===== src/rtl/reg_mem_2r1w.sv =====
// Two-read / one-write register file with per-bit write mask, write-first
// read bypass, asynchronous reset of all entries and a hardware clear sweep.
module reg_mem_2r1w #(
    parameter int                    DATA_WIDTH = 8,
    parameter int                    ADDR_BITS  = 5,
    parameter logic [DATA_WIDTH-1:0] RESET_VAL  = '0
) (
    input  logic                  clk,
    input  logic                  rst_n,
    input  logic [ADDR_BITS-1:0]  waddr_i,
    input  logic [DATA_WIDTH-1:0] wdata_i,
    input  logic [DATA_WIDTH-1:0] wmask_i,
    input  logic                  wen_i,
    input  logic [ADDR_BITS-1:0]  raddr_a_i,
    input  logic                  ren_a_i,
    output logic [DATA_WIDTH-1:0] rdata_a_o,
    input  logic [ADDR_BITS-1:0]  raddr_b_i,
    input  logic                  ren_b_i,
    output logic [DATA_WIDTH-1:0] rdata_b_o,
    input  logic                  clr_i,
    output logic                  busy_o,
    output logic                  wr_drop_o
);
    localparam int                   DEPTH    = 2 ** ADDR_BITS;
    localparam logic [ADDR_BITS-1:0] PTR_LAST = ADDR_BITS'(DEPTH - 1);
    localparam logic [ADDR_BITS-1:0] PTR_ONE  = ADDR_BITS'(1);

    typedef enum logic {
        ST_IDLE  = 1'b0,
        ST_CLEAR = 1'b1
    } state_e;

    state_e                state_q, state_d;
    logic [ADDR_BITS-1:0]  ptr_q, ptr_d;
    logic [DATA_WIDTH-1:0] mem_q [DEPTH];
    logic [DATA_WIDTH-1:0] rdata_a_q, rdata_b_q;
    logic                  wr_drop_q;

    logic                  busy_s;
    logic                  wr_en_s;
    logic [ADDR_BITS-1:0]  wr_addr_s;
    logic [DATA_WIDTH-1:0] wr_val_s;
    logic [DATA_WIDTH-1:0] rd_a_s, rd_b_s;

    assign busy_s    = (state_q == ST_CLEAR);
    assign busy_o    = busy_s;
    assign rdata_a_o = rdata_a_q;
    assign rdata_b_o = rdata_b_q;
    assign wr_drop_o = wr_drop_q;

    // Sweep state machine: next state and pointer.
    always_comb begin
        state_d = state_q;
        ptr_d   = ptr_q;
        case (state_q)
            ST_IDLE: begin
                if (clr_i) begin
                    state_d = ST_CLEAR;
                    ptr_d   = '0;
                end else begin
                    state_d = ST_IDLE;
                end
            end
            ST_CLEAR: begin
                if (ptr_q == PTR_LAST) begin
                    state_d = ST_IDLE;
                    ptr_d   = '0;
                end else begin
                    ptr_d   = ptr_q + PTR_ONE;
                end
            end
            default: begin
                state_d = ST_IDLE;
                ptr_d   = '0;
            end
        endcase
    end

    // Single write source: the sweep owns the port while busy, user writes otherwise.
    always_comb begin
        wr_en_s   = 1'b0;
        wr_addr_s = waddr_i;
        wr_val_s  = RESET_VAL;
        if (busy_s) begin
            wr_en_s   = 1'b1;
            wr_addr_s = ptr_q;
            wr_val_s  = RESET_VAL;
        end else if (wen_i) begin
            wr_en_s   = 1'b1;
            wr_addr_s = waddr_i;
            wr_val_s  = (mem_q[waddr_i] & ~wmask_i) | (wdata_i & wmask_i);
        end else begin
            wr_en_s   = 1'b0;
        end
    end

    // Write-first read data: a same-edge write to the read address wins.
    always_comb begin
        rd_a_s = mem_q[raddr_a_i];
        rd_b_s = mem_q[raddr_b_i];
        if (wr_en_s && (wr_addr_s == raddr_a_i)) begin
            rd_a_s = wr_val_s;
        end else begin
            rd_a_s = mem_q[raddr_a_i];
        end
        if (wr_en_s && (wr_addr_s == raddr_b_i)) begin
            rd_b_s = wr_val_s;
        end else begin
            rd_b_s = mem_q[raddr_b_i];
        end
    end

    // Control registers: FSM state, sweep pointer, drop pulse.
    always_ff @(posedge clk or negedge rst_n) begin
        if (!rst_n) begin
            state_q   <= ST_IDLE;
            ptr_q     <= '0;
            wr_drop_q <= 1'b0;
        end else begin
            state_q   <= state_d;
            ptr_q     <= ptr_d;
            wr_drop_q <= wen_i & busy_s;
        end
    end

    // Storage array; reset loads every entry.
    always_ff @(posedge clk or negedge rst_n) begin
        if (!rst_n) begin
            for (int i = 0; i < DEPTH; i++) begin
                mem_q[i] <= RESET_VAL;
            end
        end else if (wr_en_s) begin
            mem_q[wr_addr_s] <= wr_val_s;
        end
    end

    // Registered read ports; data holds while the port is disabled.
    always_ff @(posedge clk or negedge rst_n) begin
        if (!rst_n) begin
            rdata_a_q <= '0;
            rdata_b_q <= '0;
        end else begin
            if (ren_a_i) begin
                rdata_a_q <= rd_a_s;
            end
            if (ren_b_i) begin
                rdata_b_q <= rd_b_s;
            end
        end
    end

endmodule


===== config.mk =====
export PLATFORM = sky130hd
export DESIGN_NAME = reg_mem_2r1w
export DESIGN_NICKNAME = d
export VERILOG_FILES = /design/src/rtl/reg_mem_2r1w.sv
export SDC_FILE = /design/constraint.sdc
export NUM_CORES = 1
export LEC_CHECK = 0
export BUFFER_PORTS_ARGS = -buffer_cell sky130_fd_sc_hd__buf_2
export CAP_MARGIN = 20
export CORE_UTILIZATION = 31
export DETAILED_ROUTE_END_ITERATION = 16
export HOLD_SLACK_MARGIN = 0.03
export PLACE_DENSITY = 0.56
export SETUP_SLACK_MARGIN = 0.15
export SLEW_MARGIN = 20
export SYNTH_ARGS = -nofsm -noshare
export SYNTH_HDL_FRONTEND = slang
export SYNTH_SLANG_ARGS = --single-unit

===== constraint.sdc =====
create_clock -name clk -period 3.3 [get_ports clk]
set_input_delay 0.33 -clock clk [delete_from_list [all_inputs] [get_ports clk]]
set_output_delay 0.33 -clock clk [all_outputs]
set_load 0.02 [all_outputs]

==> impl_metrics.ini, run 1 <==
[timing]
rsz0062_at_grt = false
setup_slack_ns = 0.494
tightestPinTransition_ns = 1.10
clock.fmax_mhz = 356
slew_viol_final = 0
finalSetupViolCount = 0
hold_viol = 0
post-route-min-period_ns = 2.81
slew_headroom = 0.262
skew_ns = 0.0151
period_share = 0.850
setup_tns_ns = 0

[finish]
fin_area_sq_mm = 0.0205
syn_to_final_growth_pct = 14.8
diodes = 0
final_layout_size_suffix_gt1_frac = 0.441
nets = 1487

[worst_setup_path]
crit_path_max_fanout = 22
endpoint_kind = flip-flop
setup.worst_path.class = reg2reg
arrival_ns = 3.21
cp-start-kind = flip-flop
r2r-start = busy_o
startpoint = busy_o
critPathRequiredTime_ns = 3.70

[grt]
grt_pass1_vias = 13203
grt_max_degree = 92
grt_pass1_wl_mm = 89.4
track_usage = 0.204
grt_antenna_before_repair = 0
grt_remaining_overflow = 0

[clocking]
cts_sinks = 279
clk_latency_ns = 0.54
htree_levels = 2
post-cts-setup-buffers = 0
cts_root_buf = clkbuf_16
clockBufferDepth = 3
cts_tree = yes
clk_pin_slew_worst_paths_ns = 0.06
cts_hold_buf = 1
numCtsBuffers = 36
ctsResizeCount = 0

[route]
vias_per_cell = 5.85
wire_per_inst_um = 27.0
firstDrtPassIters = 5
antenna_left = 0
drc = 0
num_vias = 13031
drt_iter0_markers = 1179
drt-total-wl_mm = 60.3

[synth]
yosysMostFrequentCell = mux2_2
yosys-top-cells-area = dfrtp_1 (39%), mux2_2 (18%), mux4_2 (15%), mux2i_1 (6.9%), a22oi_1 (1.6%)
avgSynthCellArea_sq_um = 13.0
syn_nets = 1414
async_flop_share = 1.00
syn_area_sq_mm = 0.0179
synth_top_area_cell = dfrtp_1
yosysWarnings = 0
postSynthCellCount = 1375
ys_types = 71
ys_seq_elements = 279
synth_common_cells = mux2_2 (282), dfrtp_1 (279), mux2i_1 (123)
synthFlopType = dfrtp_1
yosysSeqAreaShare = 0.391
synth_top_area_frac = 0.391
synth_edf_count = 0

[run_status]
outcome = finished clean

[run]
cap_violations = 0

[power]
cellPowerDensity_mw_per_mm2 = 605
peakVddDrop_mv = 0.280
power_mw = 12.4
leakage_nw = 9.21

[placed_design]
port_buffers = 54
post-place-ws_ns = 0.271
place_hpwl_mm = 42.4
place_area_sq_mm = 0.0193
globalplace.congestion = 0.927

[floorplanning]
io_pins = 55
rows = 87
die_h_um = 242
core-area_sq_mm = 0.0567
die_x_um = 242
design.die.area_sq_mm = 0.0586
initial_core_util = 0.315

[min_path]
min_path_type = in2reg
hold_start = clr_i
==> per-stage QoR <==
step                       util  cells  hold WS (ns)
final                     0.362   2229        0.0711
after global routing      0.362   2229        0.0570
after CTS                 0.362   2229        0.0526
after detailed placement  0.341   2165         0.437
after global placement    0.341   2165         0.435
after floorplan               -   1375        0.0344
==> routing by layer <==
| metal | vias to the layer above | part of all wire | global-route usage |
|---|---|---|---|
| li1 | 5509 | - | - |
| met1 | 6841 | 0.43 | 0.272 |
| met2 | 558 | 0.47 | 0.330 |
| met3 | 123 | 0.069 | 0.0403 |
| met4 | 0 | 0.035 | 0.0732 |
| met5 | - | 0 | 0 |
==> final timing paths <==
| kind | depth (start not counted) | slack [ns] | endpoint |
|---|---|---|---|
| worst max-delay path | 5 | 0.49 | mem_q[177] |
| worst min-delay path | 2 | 0.07 | ptr_q[1] |
| worst max register to register | 5 | 0.49 | mem_q[177] |
| worst min register to register | 1 | 0.52 | rdata_a_o[6] |
| max in group asynchronous | 3 | 1.87 | mem_q[253] |
| min in group asynchronous | 2 | 0.43 | mem_q[51] |
==> report_power, final <==
| part | switching [mW] | total, mW | internal, mW |
|---|---|---|---|
| combinational | 2.09 | 3.90 | 1.81 |
| clock | 1.56 | 3.84 | 2.28 |
| sequential | 0.649 | 4.68 | 4.03 |
| total | 4.30 | 12.4 | 8.12 |
==> state kept, by name (all words and copies together) (netlist names) <==
signal and flops:
mem_q 256, rdata_b_o 8, wr_drop_o 1, ptr_q 5, busy_o 1, rdata_a_o 8
==> logic make-up (layout without fill, tap and decap cells) <==
kind of cell | count (synthesis) | after routing | synth area share
adder cells (fa/ha/maj) | 2 | 2 | 0.00140
AND/OR/NAND/NOR | 233 | 233 | 0.0688
buffers and inverters | 126 | 224 | 0.0382
XOR/XNOR | 14 | 14 | 0.00686
flip-flops | 279 | 279 | 0.391
AO/OA/AOI/OAI | 185 | 185 | 0.0805
multiplexers | 536 | 536 | 0.413
==> cell type report <==
cell class | count | area, sq um
fillers | 5428 | 36200
multi-input cells | 970 | 10200
flip-flops and latches | 279 | 6980
repair buffers | 148 | 1140
clock buffers | 55 | 1090
well taps | 756 | 946
clock inverters | 8 | 51.3
inverters | 13 | 48.8
==> placed cells by master, fill, tap and decap left out, types with 27 or more instances in the layout <==
cell type  netlist  layout
clkbuf_16        0      37
dfrtp_1        279     279
nand2b_1        28      28
buf_2           44      47
nor2b_1         41      41
nand2_1         72      72
mux2i_1        123     123
a22oi_1         37      37
buf_4            7      88
mux2_2         282     282
mux4_2         119     119
nor2_1          27      27
==> critical path, cell delays in order (launching register included) <==
cell and delay, ns:
dfrtp_1 0.35, buf_4 0.29, mux2i_1 0.61, nor3b_1 0.41, nand2_1 0.55, mux2_2 0.46
(Power assumes the default switching activity.)
==> run 2: changes to the inputs <==
--- a/config.mk
+++ b/config.mk
@@ -10,9 +10,8 @@
 export CORE_UTILIZATION = 31
 export DETAILED_ROUTE_END_ITERATION = 16
 export HOLD_SLACK_MARGIN = 0.03
-export PLACE_DENSITY = 0.56
+export PLACE_DENSITY = 0.58
 export SETUP_SLACK_MARGIN = 0.15
-export SLEW_MARGIN = 20
 export SYNTH_ARGS = -nofsm -noshare
 export SYNTH_HDL_FRONTEND = slang
 export SYNTH_SLANG_ARGS = --single-unit
==> constraint.sdc (replaced) <==
create_clock -name clk -period 2.3 [get_ports clk]
set_input_delay 0.23 -clock clk [delete_from_list [all_inputs] [get_ports clk]]
set_output_delay 0.23 -clock clk [all_outputs]
set_load 0.02 [all_outputs]
==> run 2 against run 1 <==
Effect of this change:
- the flow now finishes with violations (setup timing)
- clock power up 46%
- global-route usage increased by 2.5 points
- first-iteration DRC count rose by 33%
- sequential cell count unchanged
- routed wire length is 15% higher
- critical path type unchanged
- largest cell class unchanged
==> impl_metrics.ini, run 2 (synthesized netlist as in run 1, its figures left out) <==
[timing]
setup_slack_ns = -0.125
tightestPinTransition_ns = 0.912
setup_tns_ns = -3.56
slew_headroom = 0.392
post-route-min-period_ns = 2.43
rsz0062_at_grt = true
whs_ns = 0.0636
slew_viol_final = 0
finalSetupViolCount = 43
hold_viol = 0
period_share = 1.05
clock.fmax_mhz = 412
skew_ns = 0.0300

[clocking]
htree_levels = 2
cts_tree = yes
cts_root_buf = clkbuf_16
cts_sinks = 279
clk_pin_slew_worst_paths_ns = 0.06
clockBufferDepth = 3
clk_latency_ns = 0.54
numCtsBuffers = 34

[power]
seqPwrFrac = 0.318
peakVddDrop_mv = 0.565
p_sw_mw = 7.45
cellPowerDensity_mw_per_mm2 = 854
switching_share = 0.351
power.internal_mw = 13.8
power_mw = 21.2
leakage_nw = 11.3
comb_power_share = 0.417
clkPwrFrac = 0.265

[finish]
fin_cells = 2477
largest_reg_flops = 256
final_cell_mix = dfrtp_1 (277), mux2_4 (217), buf_4 (207)
multiInputGateArea_sq_mm = 0.0117
regMostFlops = mem_q
final_common_cell = dfrtp_1
nets = 1735
diodes = 0
syn_to_final_growth_pct = 38.9
register_area_sq_mm = 0.00698
fillCellCount = 5057
final_layout_size_suffix_gt1_frac = 0.564

[floorplanning]
rows = 87
design.die.area_sq_mm = 0.0586
die_h_um = 242
initial_core_util = 0.315
core-area_sq_mm = 0.0567
die_x_um = 242
io_pins = 55

[run_status]
violations = setup timing
outcome = finished, violations left

[placed_design]
post-place-ws_ns = -0.440
globalplace.congestion = 0.947
place_hpwl_mm = 46.6
port_buffers = 54
place_inst = 2343

[route]
vias_per_cell = 5.90
antenna_left = 0
drc = 0
firstDrtPassIters = 7
drt-total-wl_mm = 69.3
num_vias = 14611
drt_iter0_markers = 1571
wire_per_inst_um = 28.0

[grt]
grt_max_degree = 74
grt_pass1_vias = 14868
grt_antenna_before_repair = 1
grt_pass1_wl_mm = 101
grt_remaining_overflow = 0
track_usage = 0.229

[worst_setup_path]
endpoint_kind = flip-flop
cp-start-kind = flip-flop
arrival_ns = 2.82
setup.worst_path.class = reg2reg
crit_path_max_fanout = 6
critPathRequiredTime_ns = 2.70

[run]
cap_violations = 0

[min_path]
min_path_type = in2reg
## run 2: repair_timing
| action | 4_1_cts | 5_1_grt |
|---|---|---|
| resized for setup | 200 | 253 |
| gates cloned | 14 | 6 |
| endpoints found under the hold margin | 68 | 0 |
| setup endpoints to repair | 244 | 272 |
| pin swaps | 28 | 46 |
| setup buffers | 29 | 22 |
| hold buffers | 2 | 0 |
## run 2: critical path, stage by stage (launching register included)
cell and delay [ns]:
dfrtp_1 0.43, mux4_2 0.47, mux4_2 0.56, nor3_4 0.21, a21oi_4 0.05, buf_12 0.18, buf_6 0.13, mux2_4 0.25
## run 2: worst paths after layout
kind,start,to,slack [ns],cells after the start
max in group asynchronous,rst_n,rdata_a_o[4],1.22,3
setup reg to reg,mem_q[135],mem_q[87],-0.13,7
hold reg to reg,rdata_a_o[1],rdata_a_o[1],0.53,1
hold / removal,wen_i,wr_drop_o,0.06,2
min in group asynchronous,rst_n,mem_q[63],0.27,2
setup / recovery,mem_q[135],mem_q[87],-0.13,7
## run 2: area by class of cell
| cell class | instances | share of cell area |
|---|---|---|
| clock buffer | 50 | 0.0400 |
| inverter | 13 | 0.00197 |
| timing repair buffer | 393 | 0.160 |
| multi-input combinational | 975 | 0.473 |
| sequential | 279 | 0.281 |
| clock inverter | 11 | 0.00575 |
| tap | 756 | 0.0381 |
## run 2: through the flow
stage               instance area, sq um   util
finish                             24800  0.438
global route                       24800  0.438
CTS                                23600  0.416
detailed placement                 21100  0.373
global placement                   21100  0.373
floorplan                          18000      -
## run 2: power by group through the flow
stage               logic, mW  clock network [mW]  registers (mW)
floorplan                3.81                   0            6.54
global placement         6.38                   0            6.72
detailed placement       6.46                   0            6.76
CTS                      7.44                5.69            6.69
global route             9.21                5.89            6.84
finish                   8.85                5.61            6.74
## run 2: per-layer routing
metal	vias up	track usage	wire length, um
li1	6026	-	-
met1	7552	0.311	28900
met2	840	0.354	31200
met3	191	0.0482	6020
met4	2	0.0948	3150
met5	-	0	12
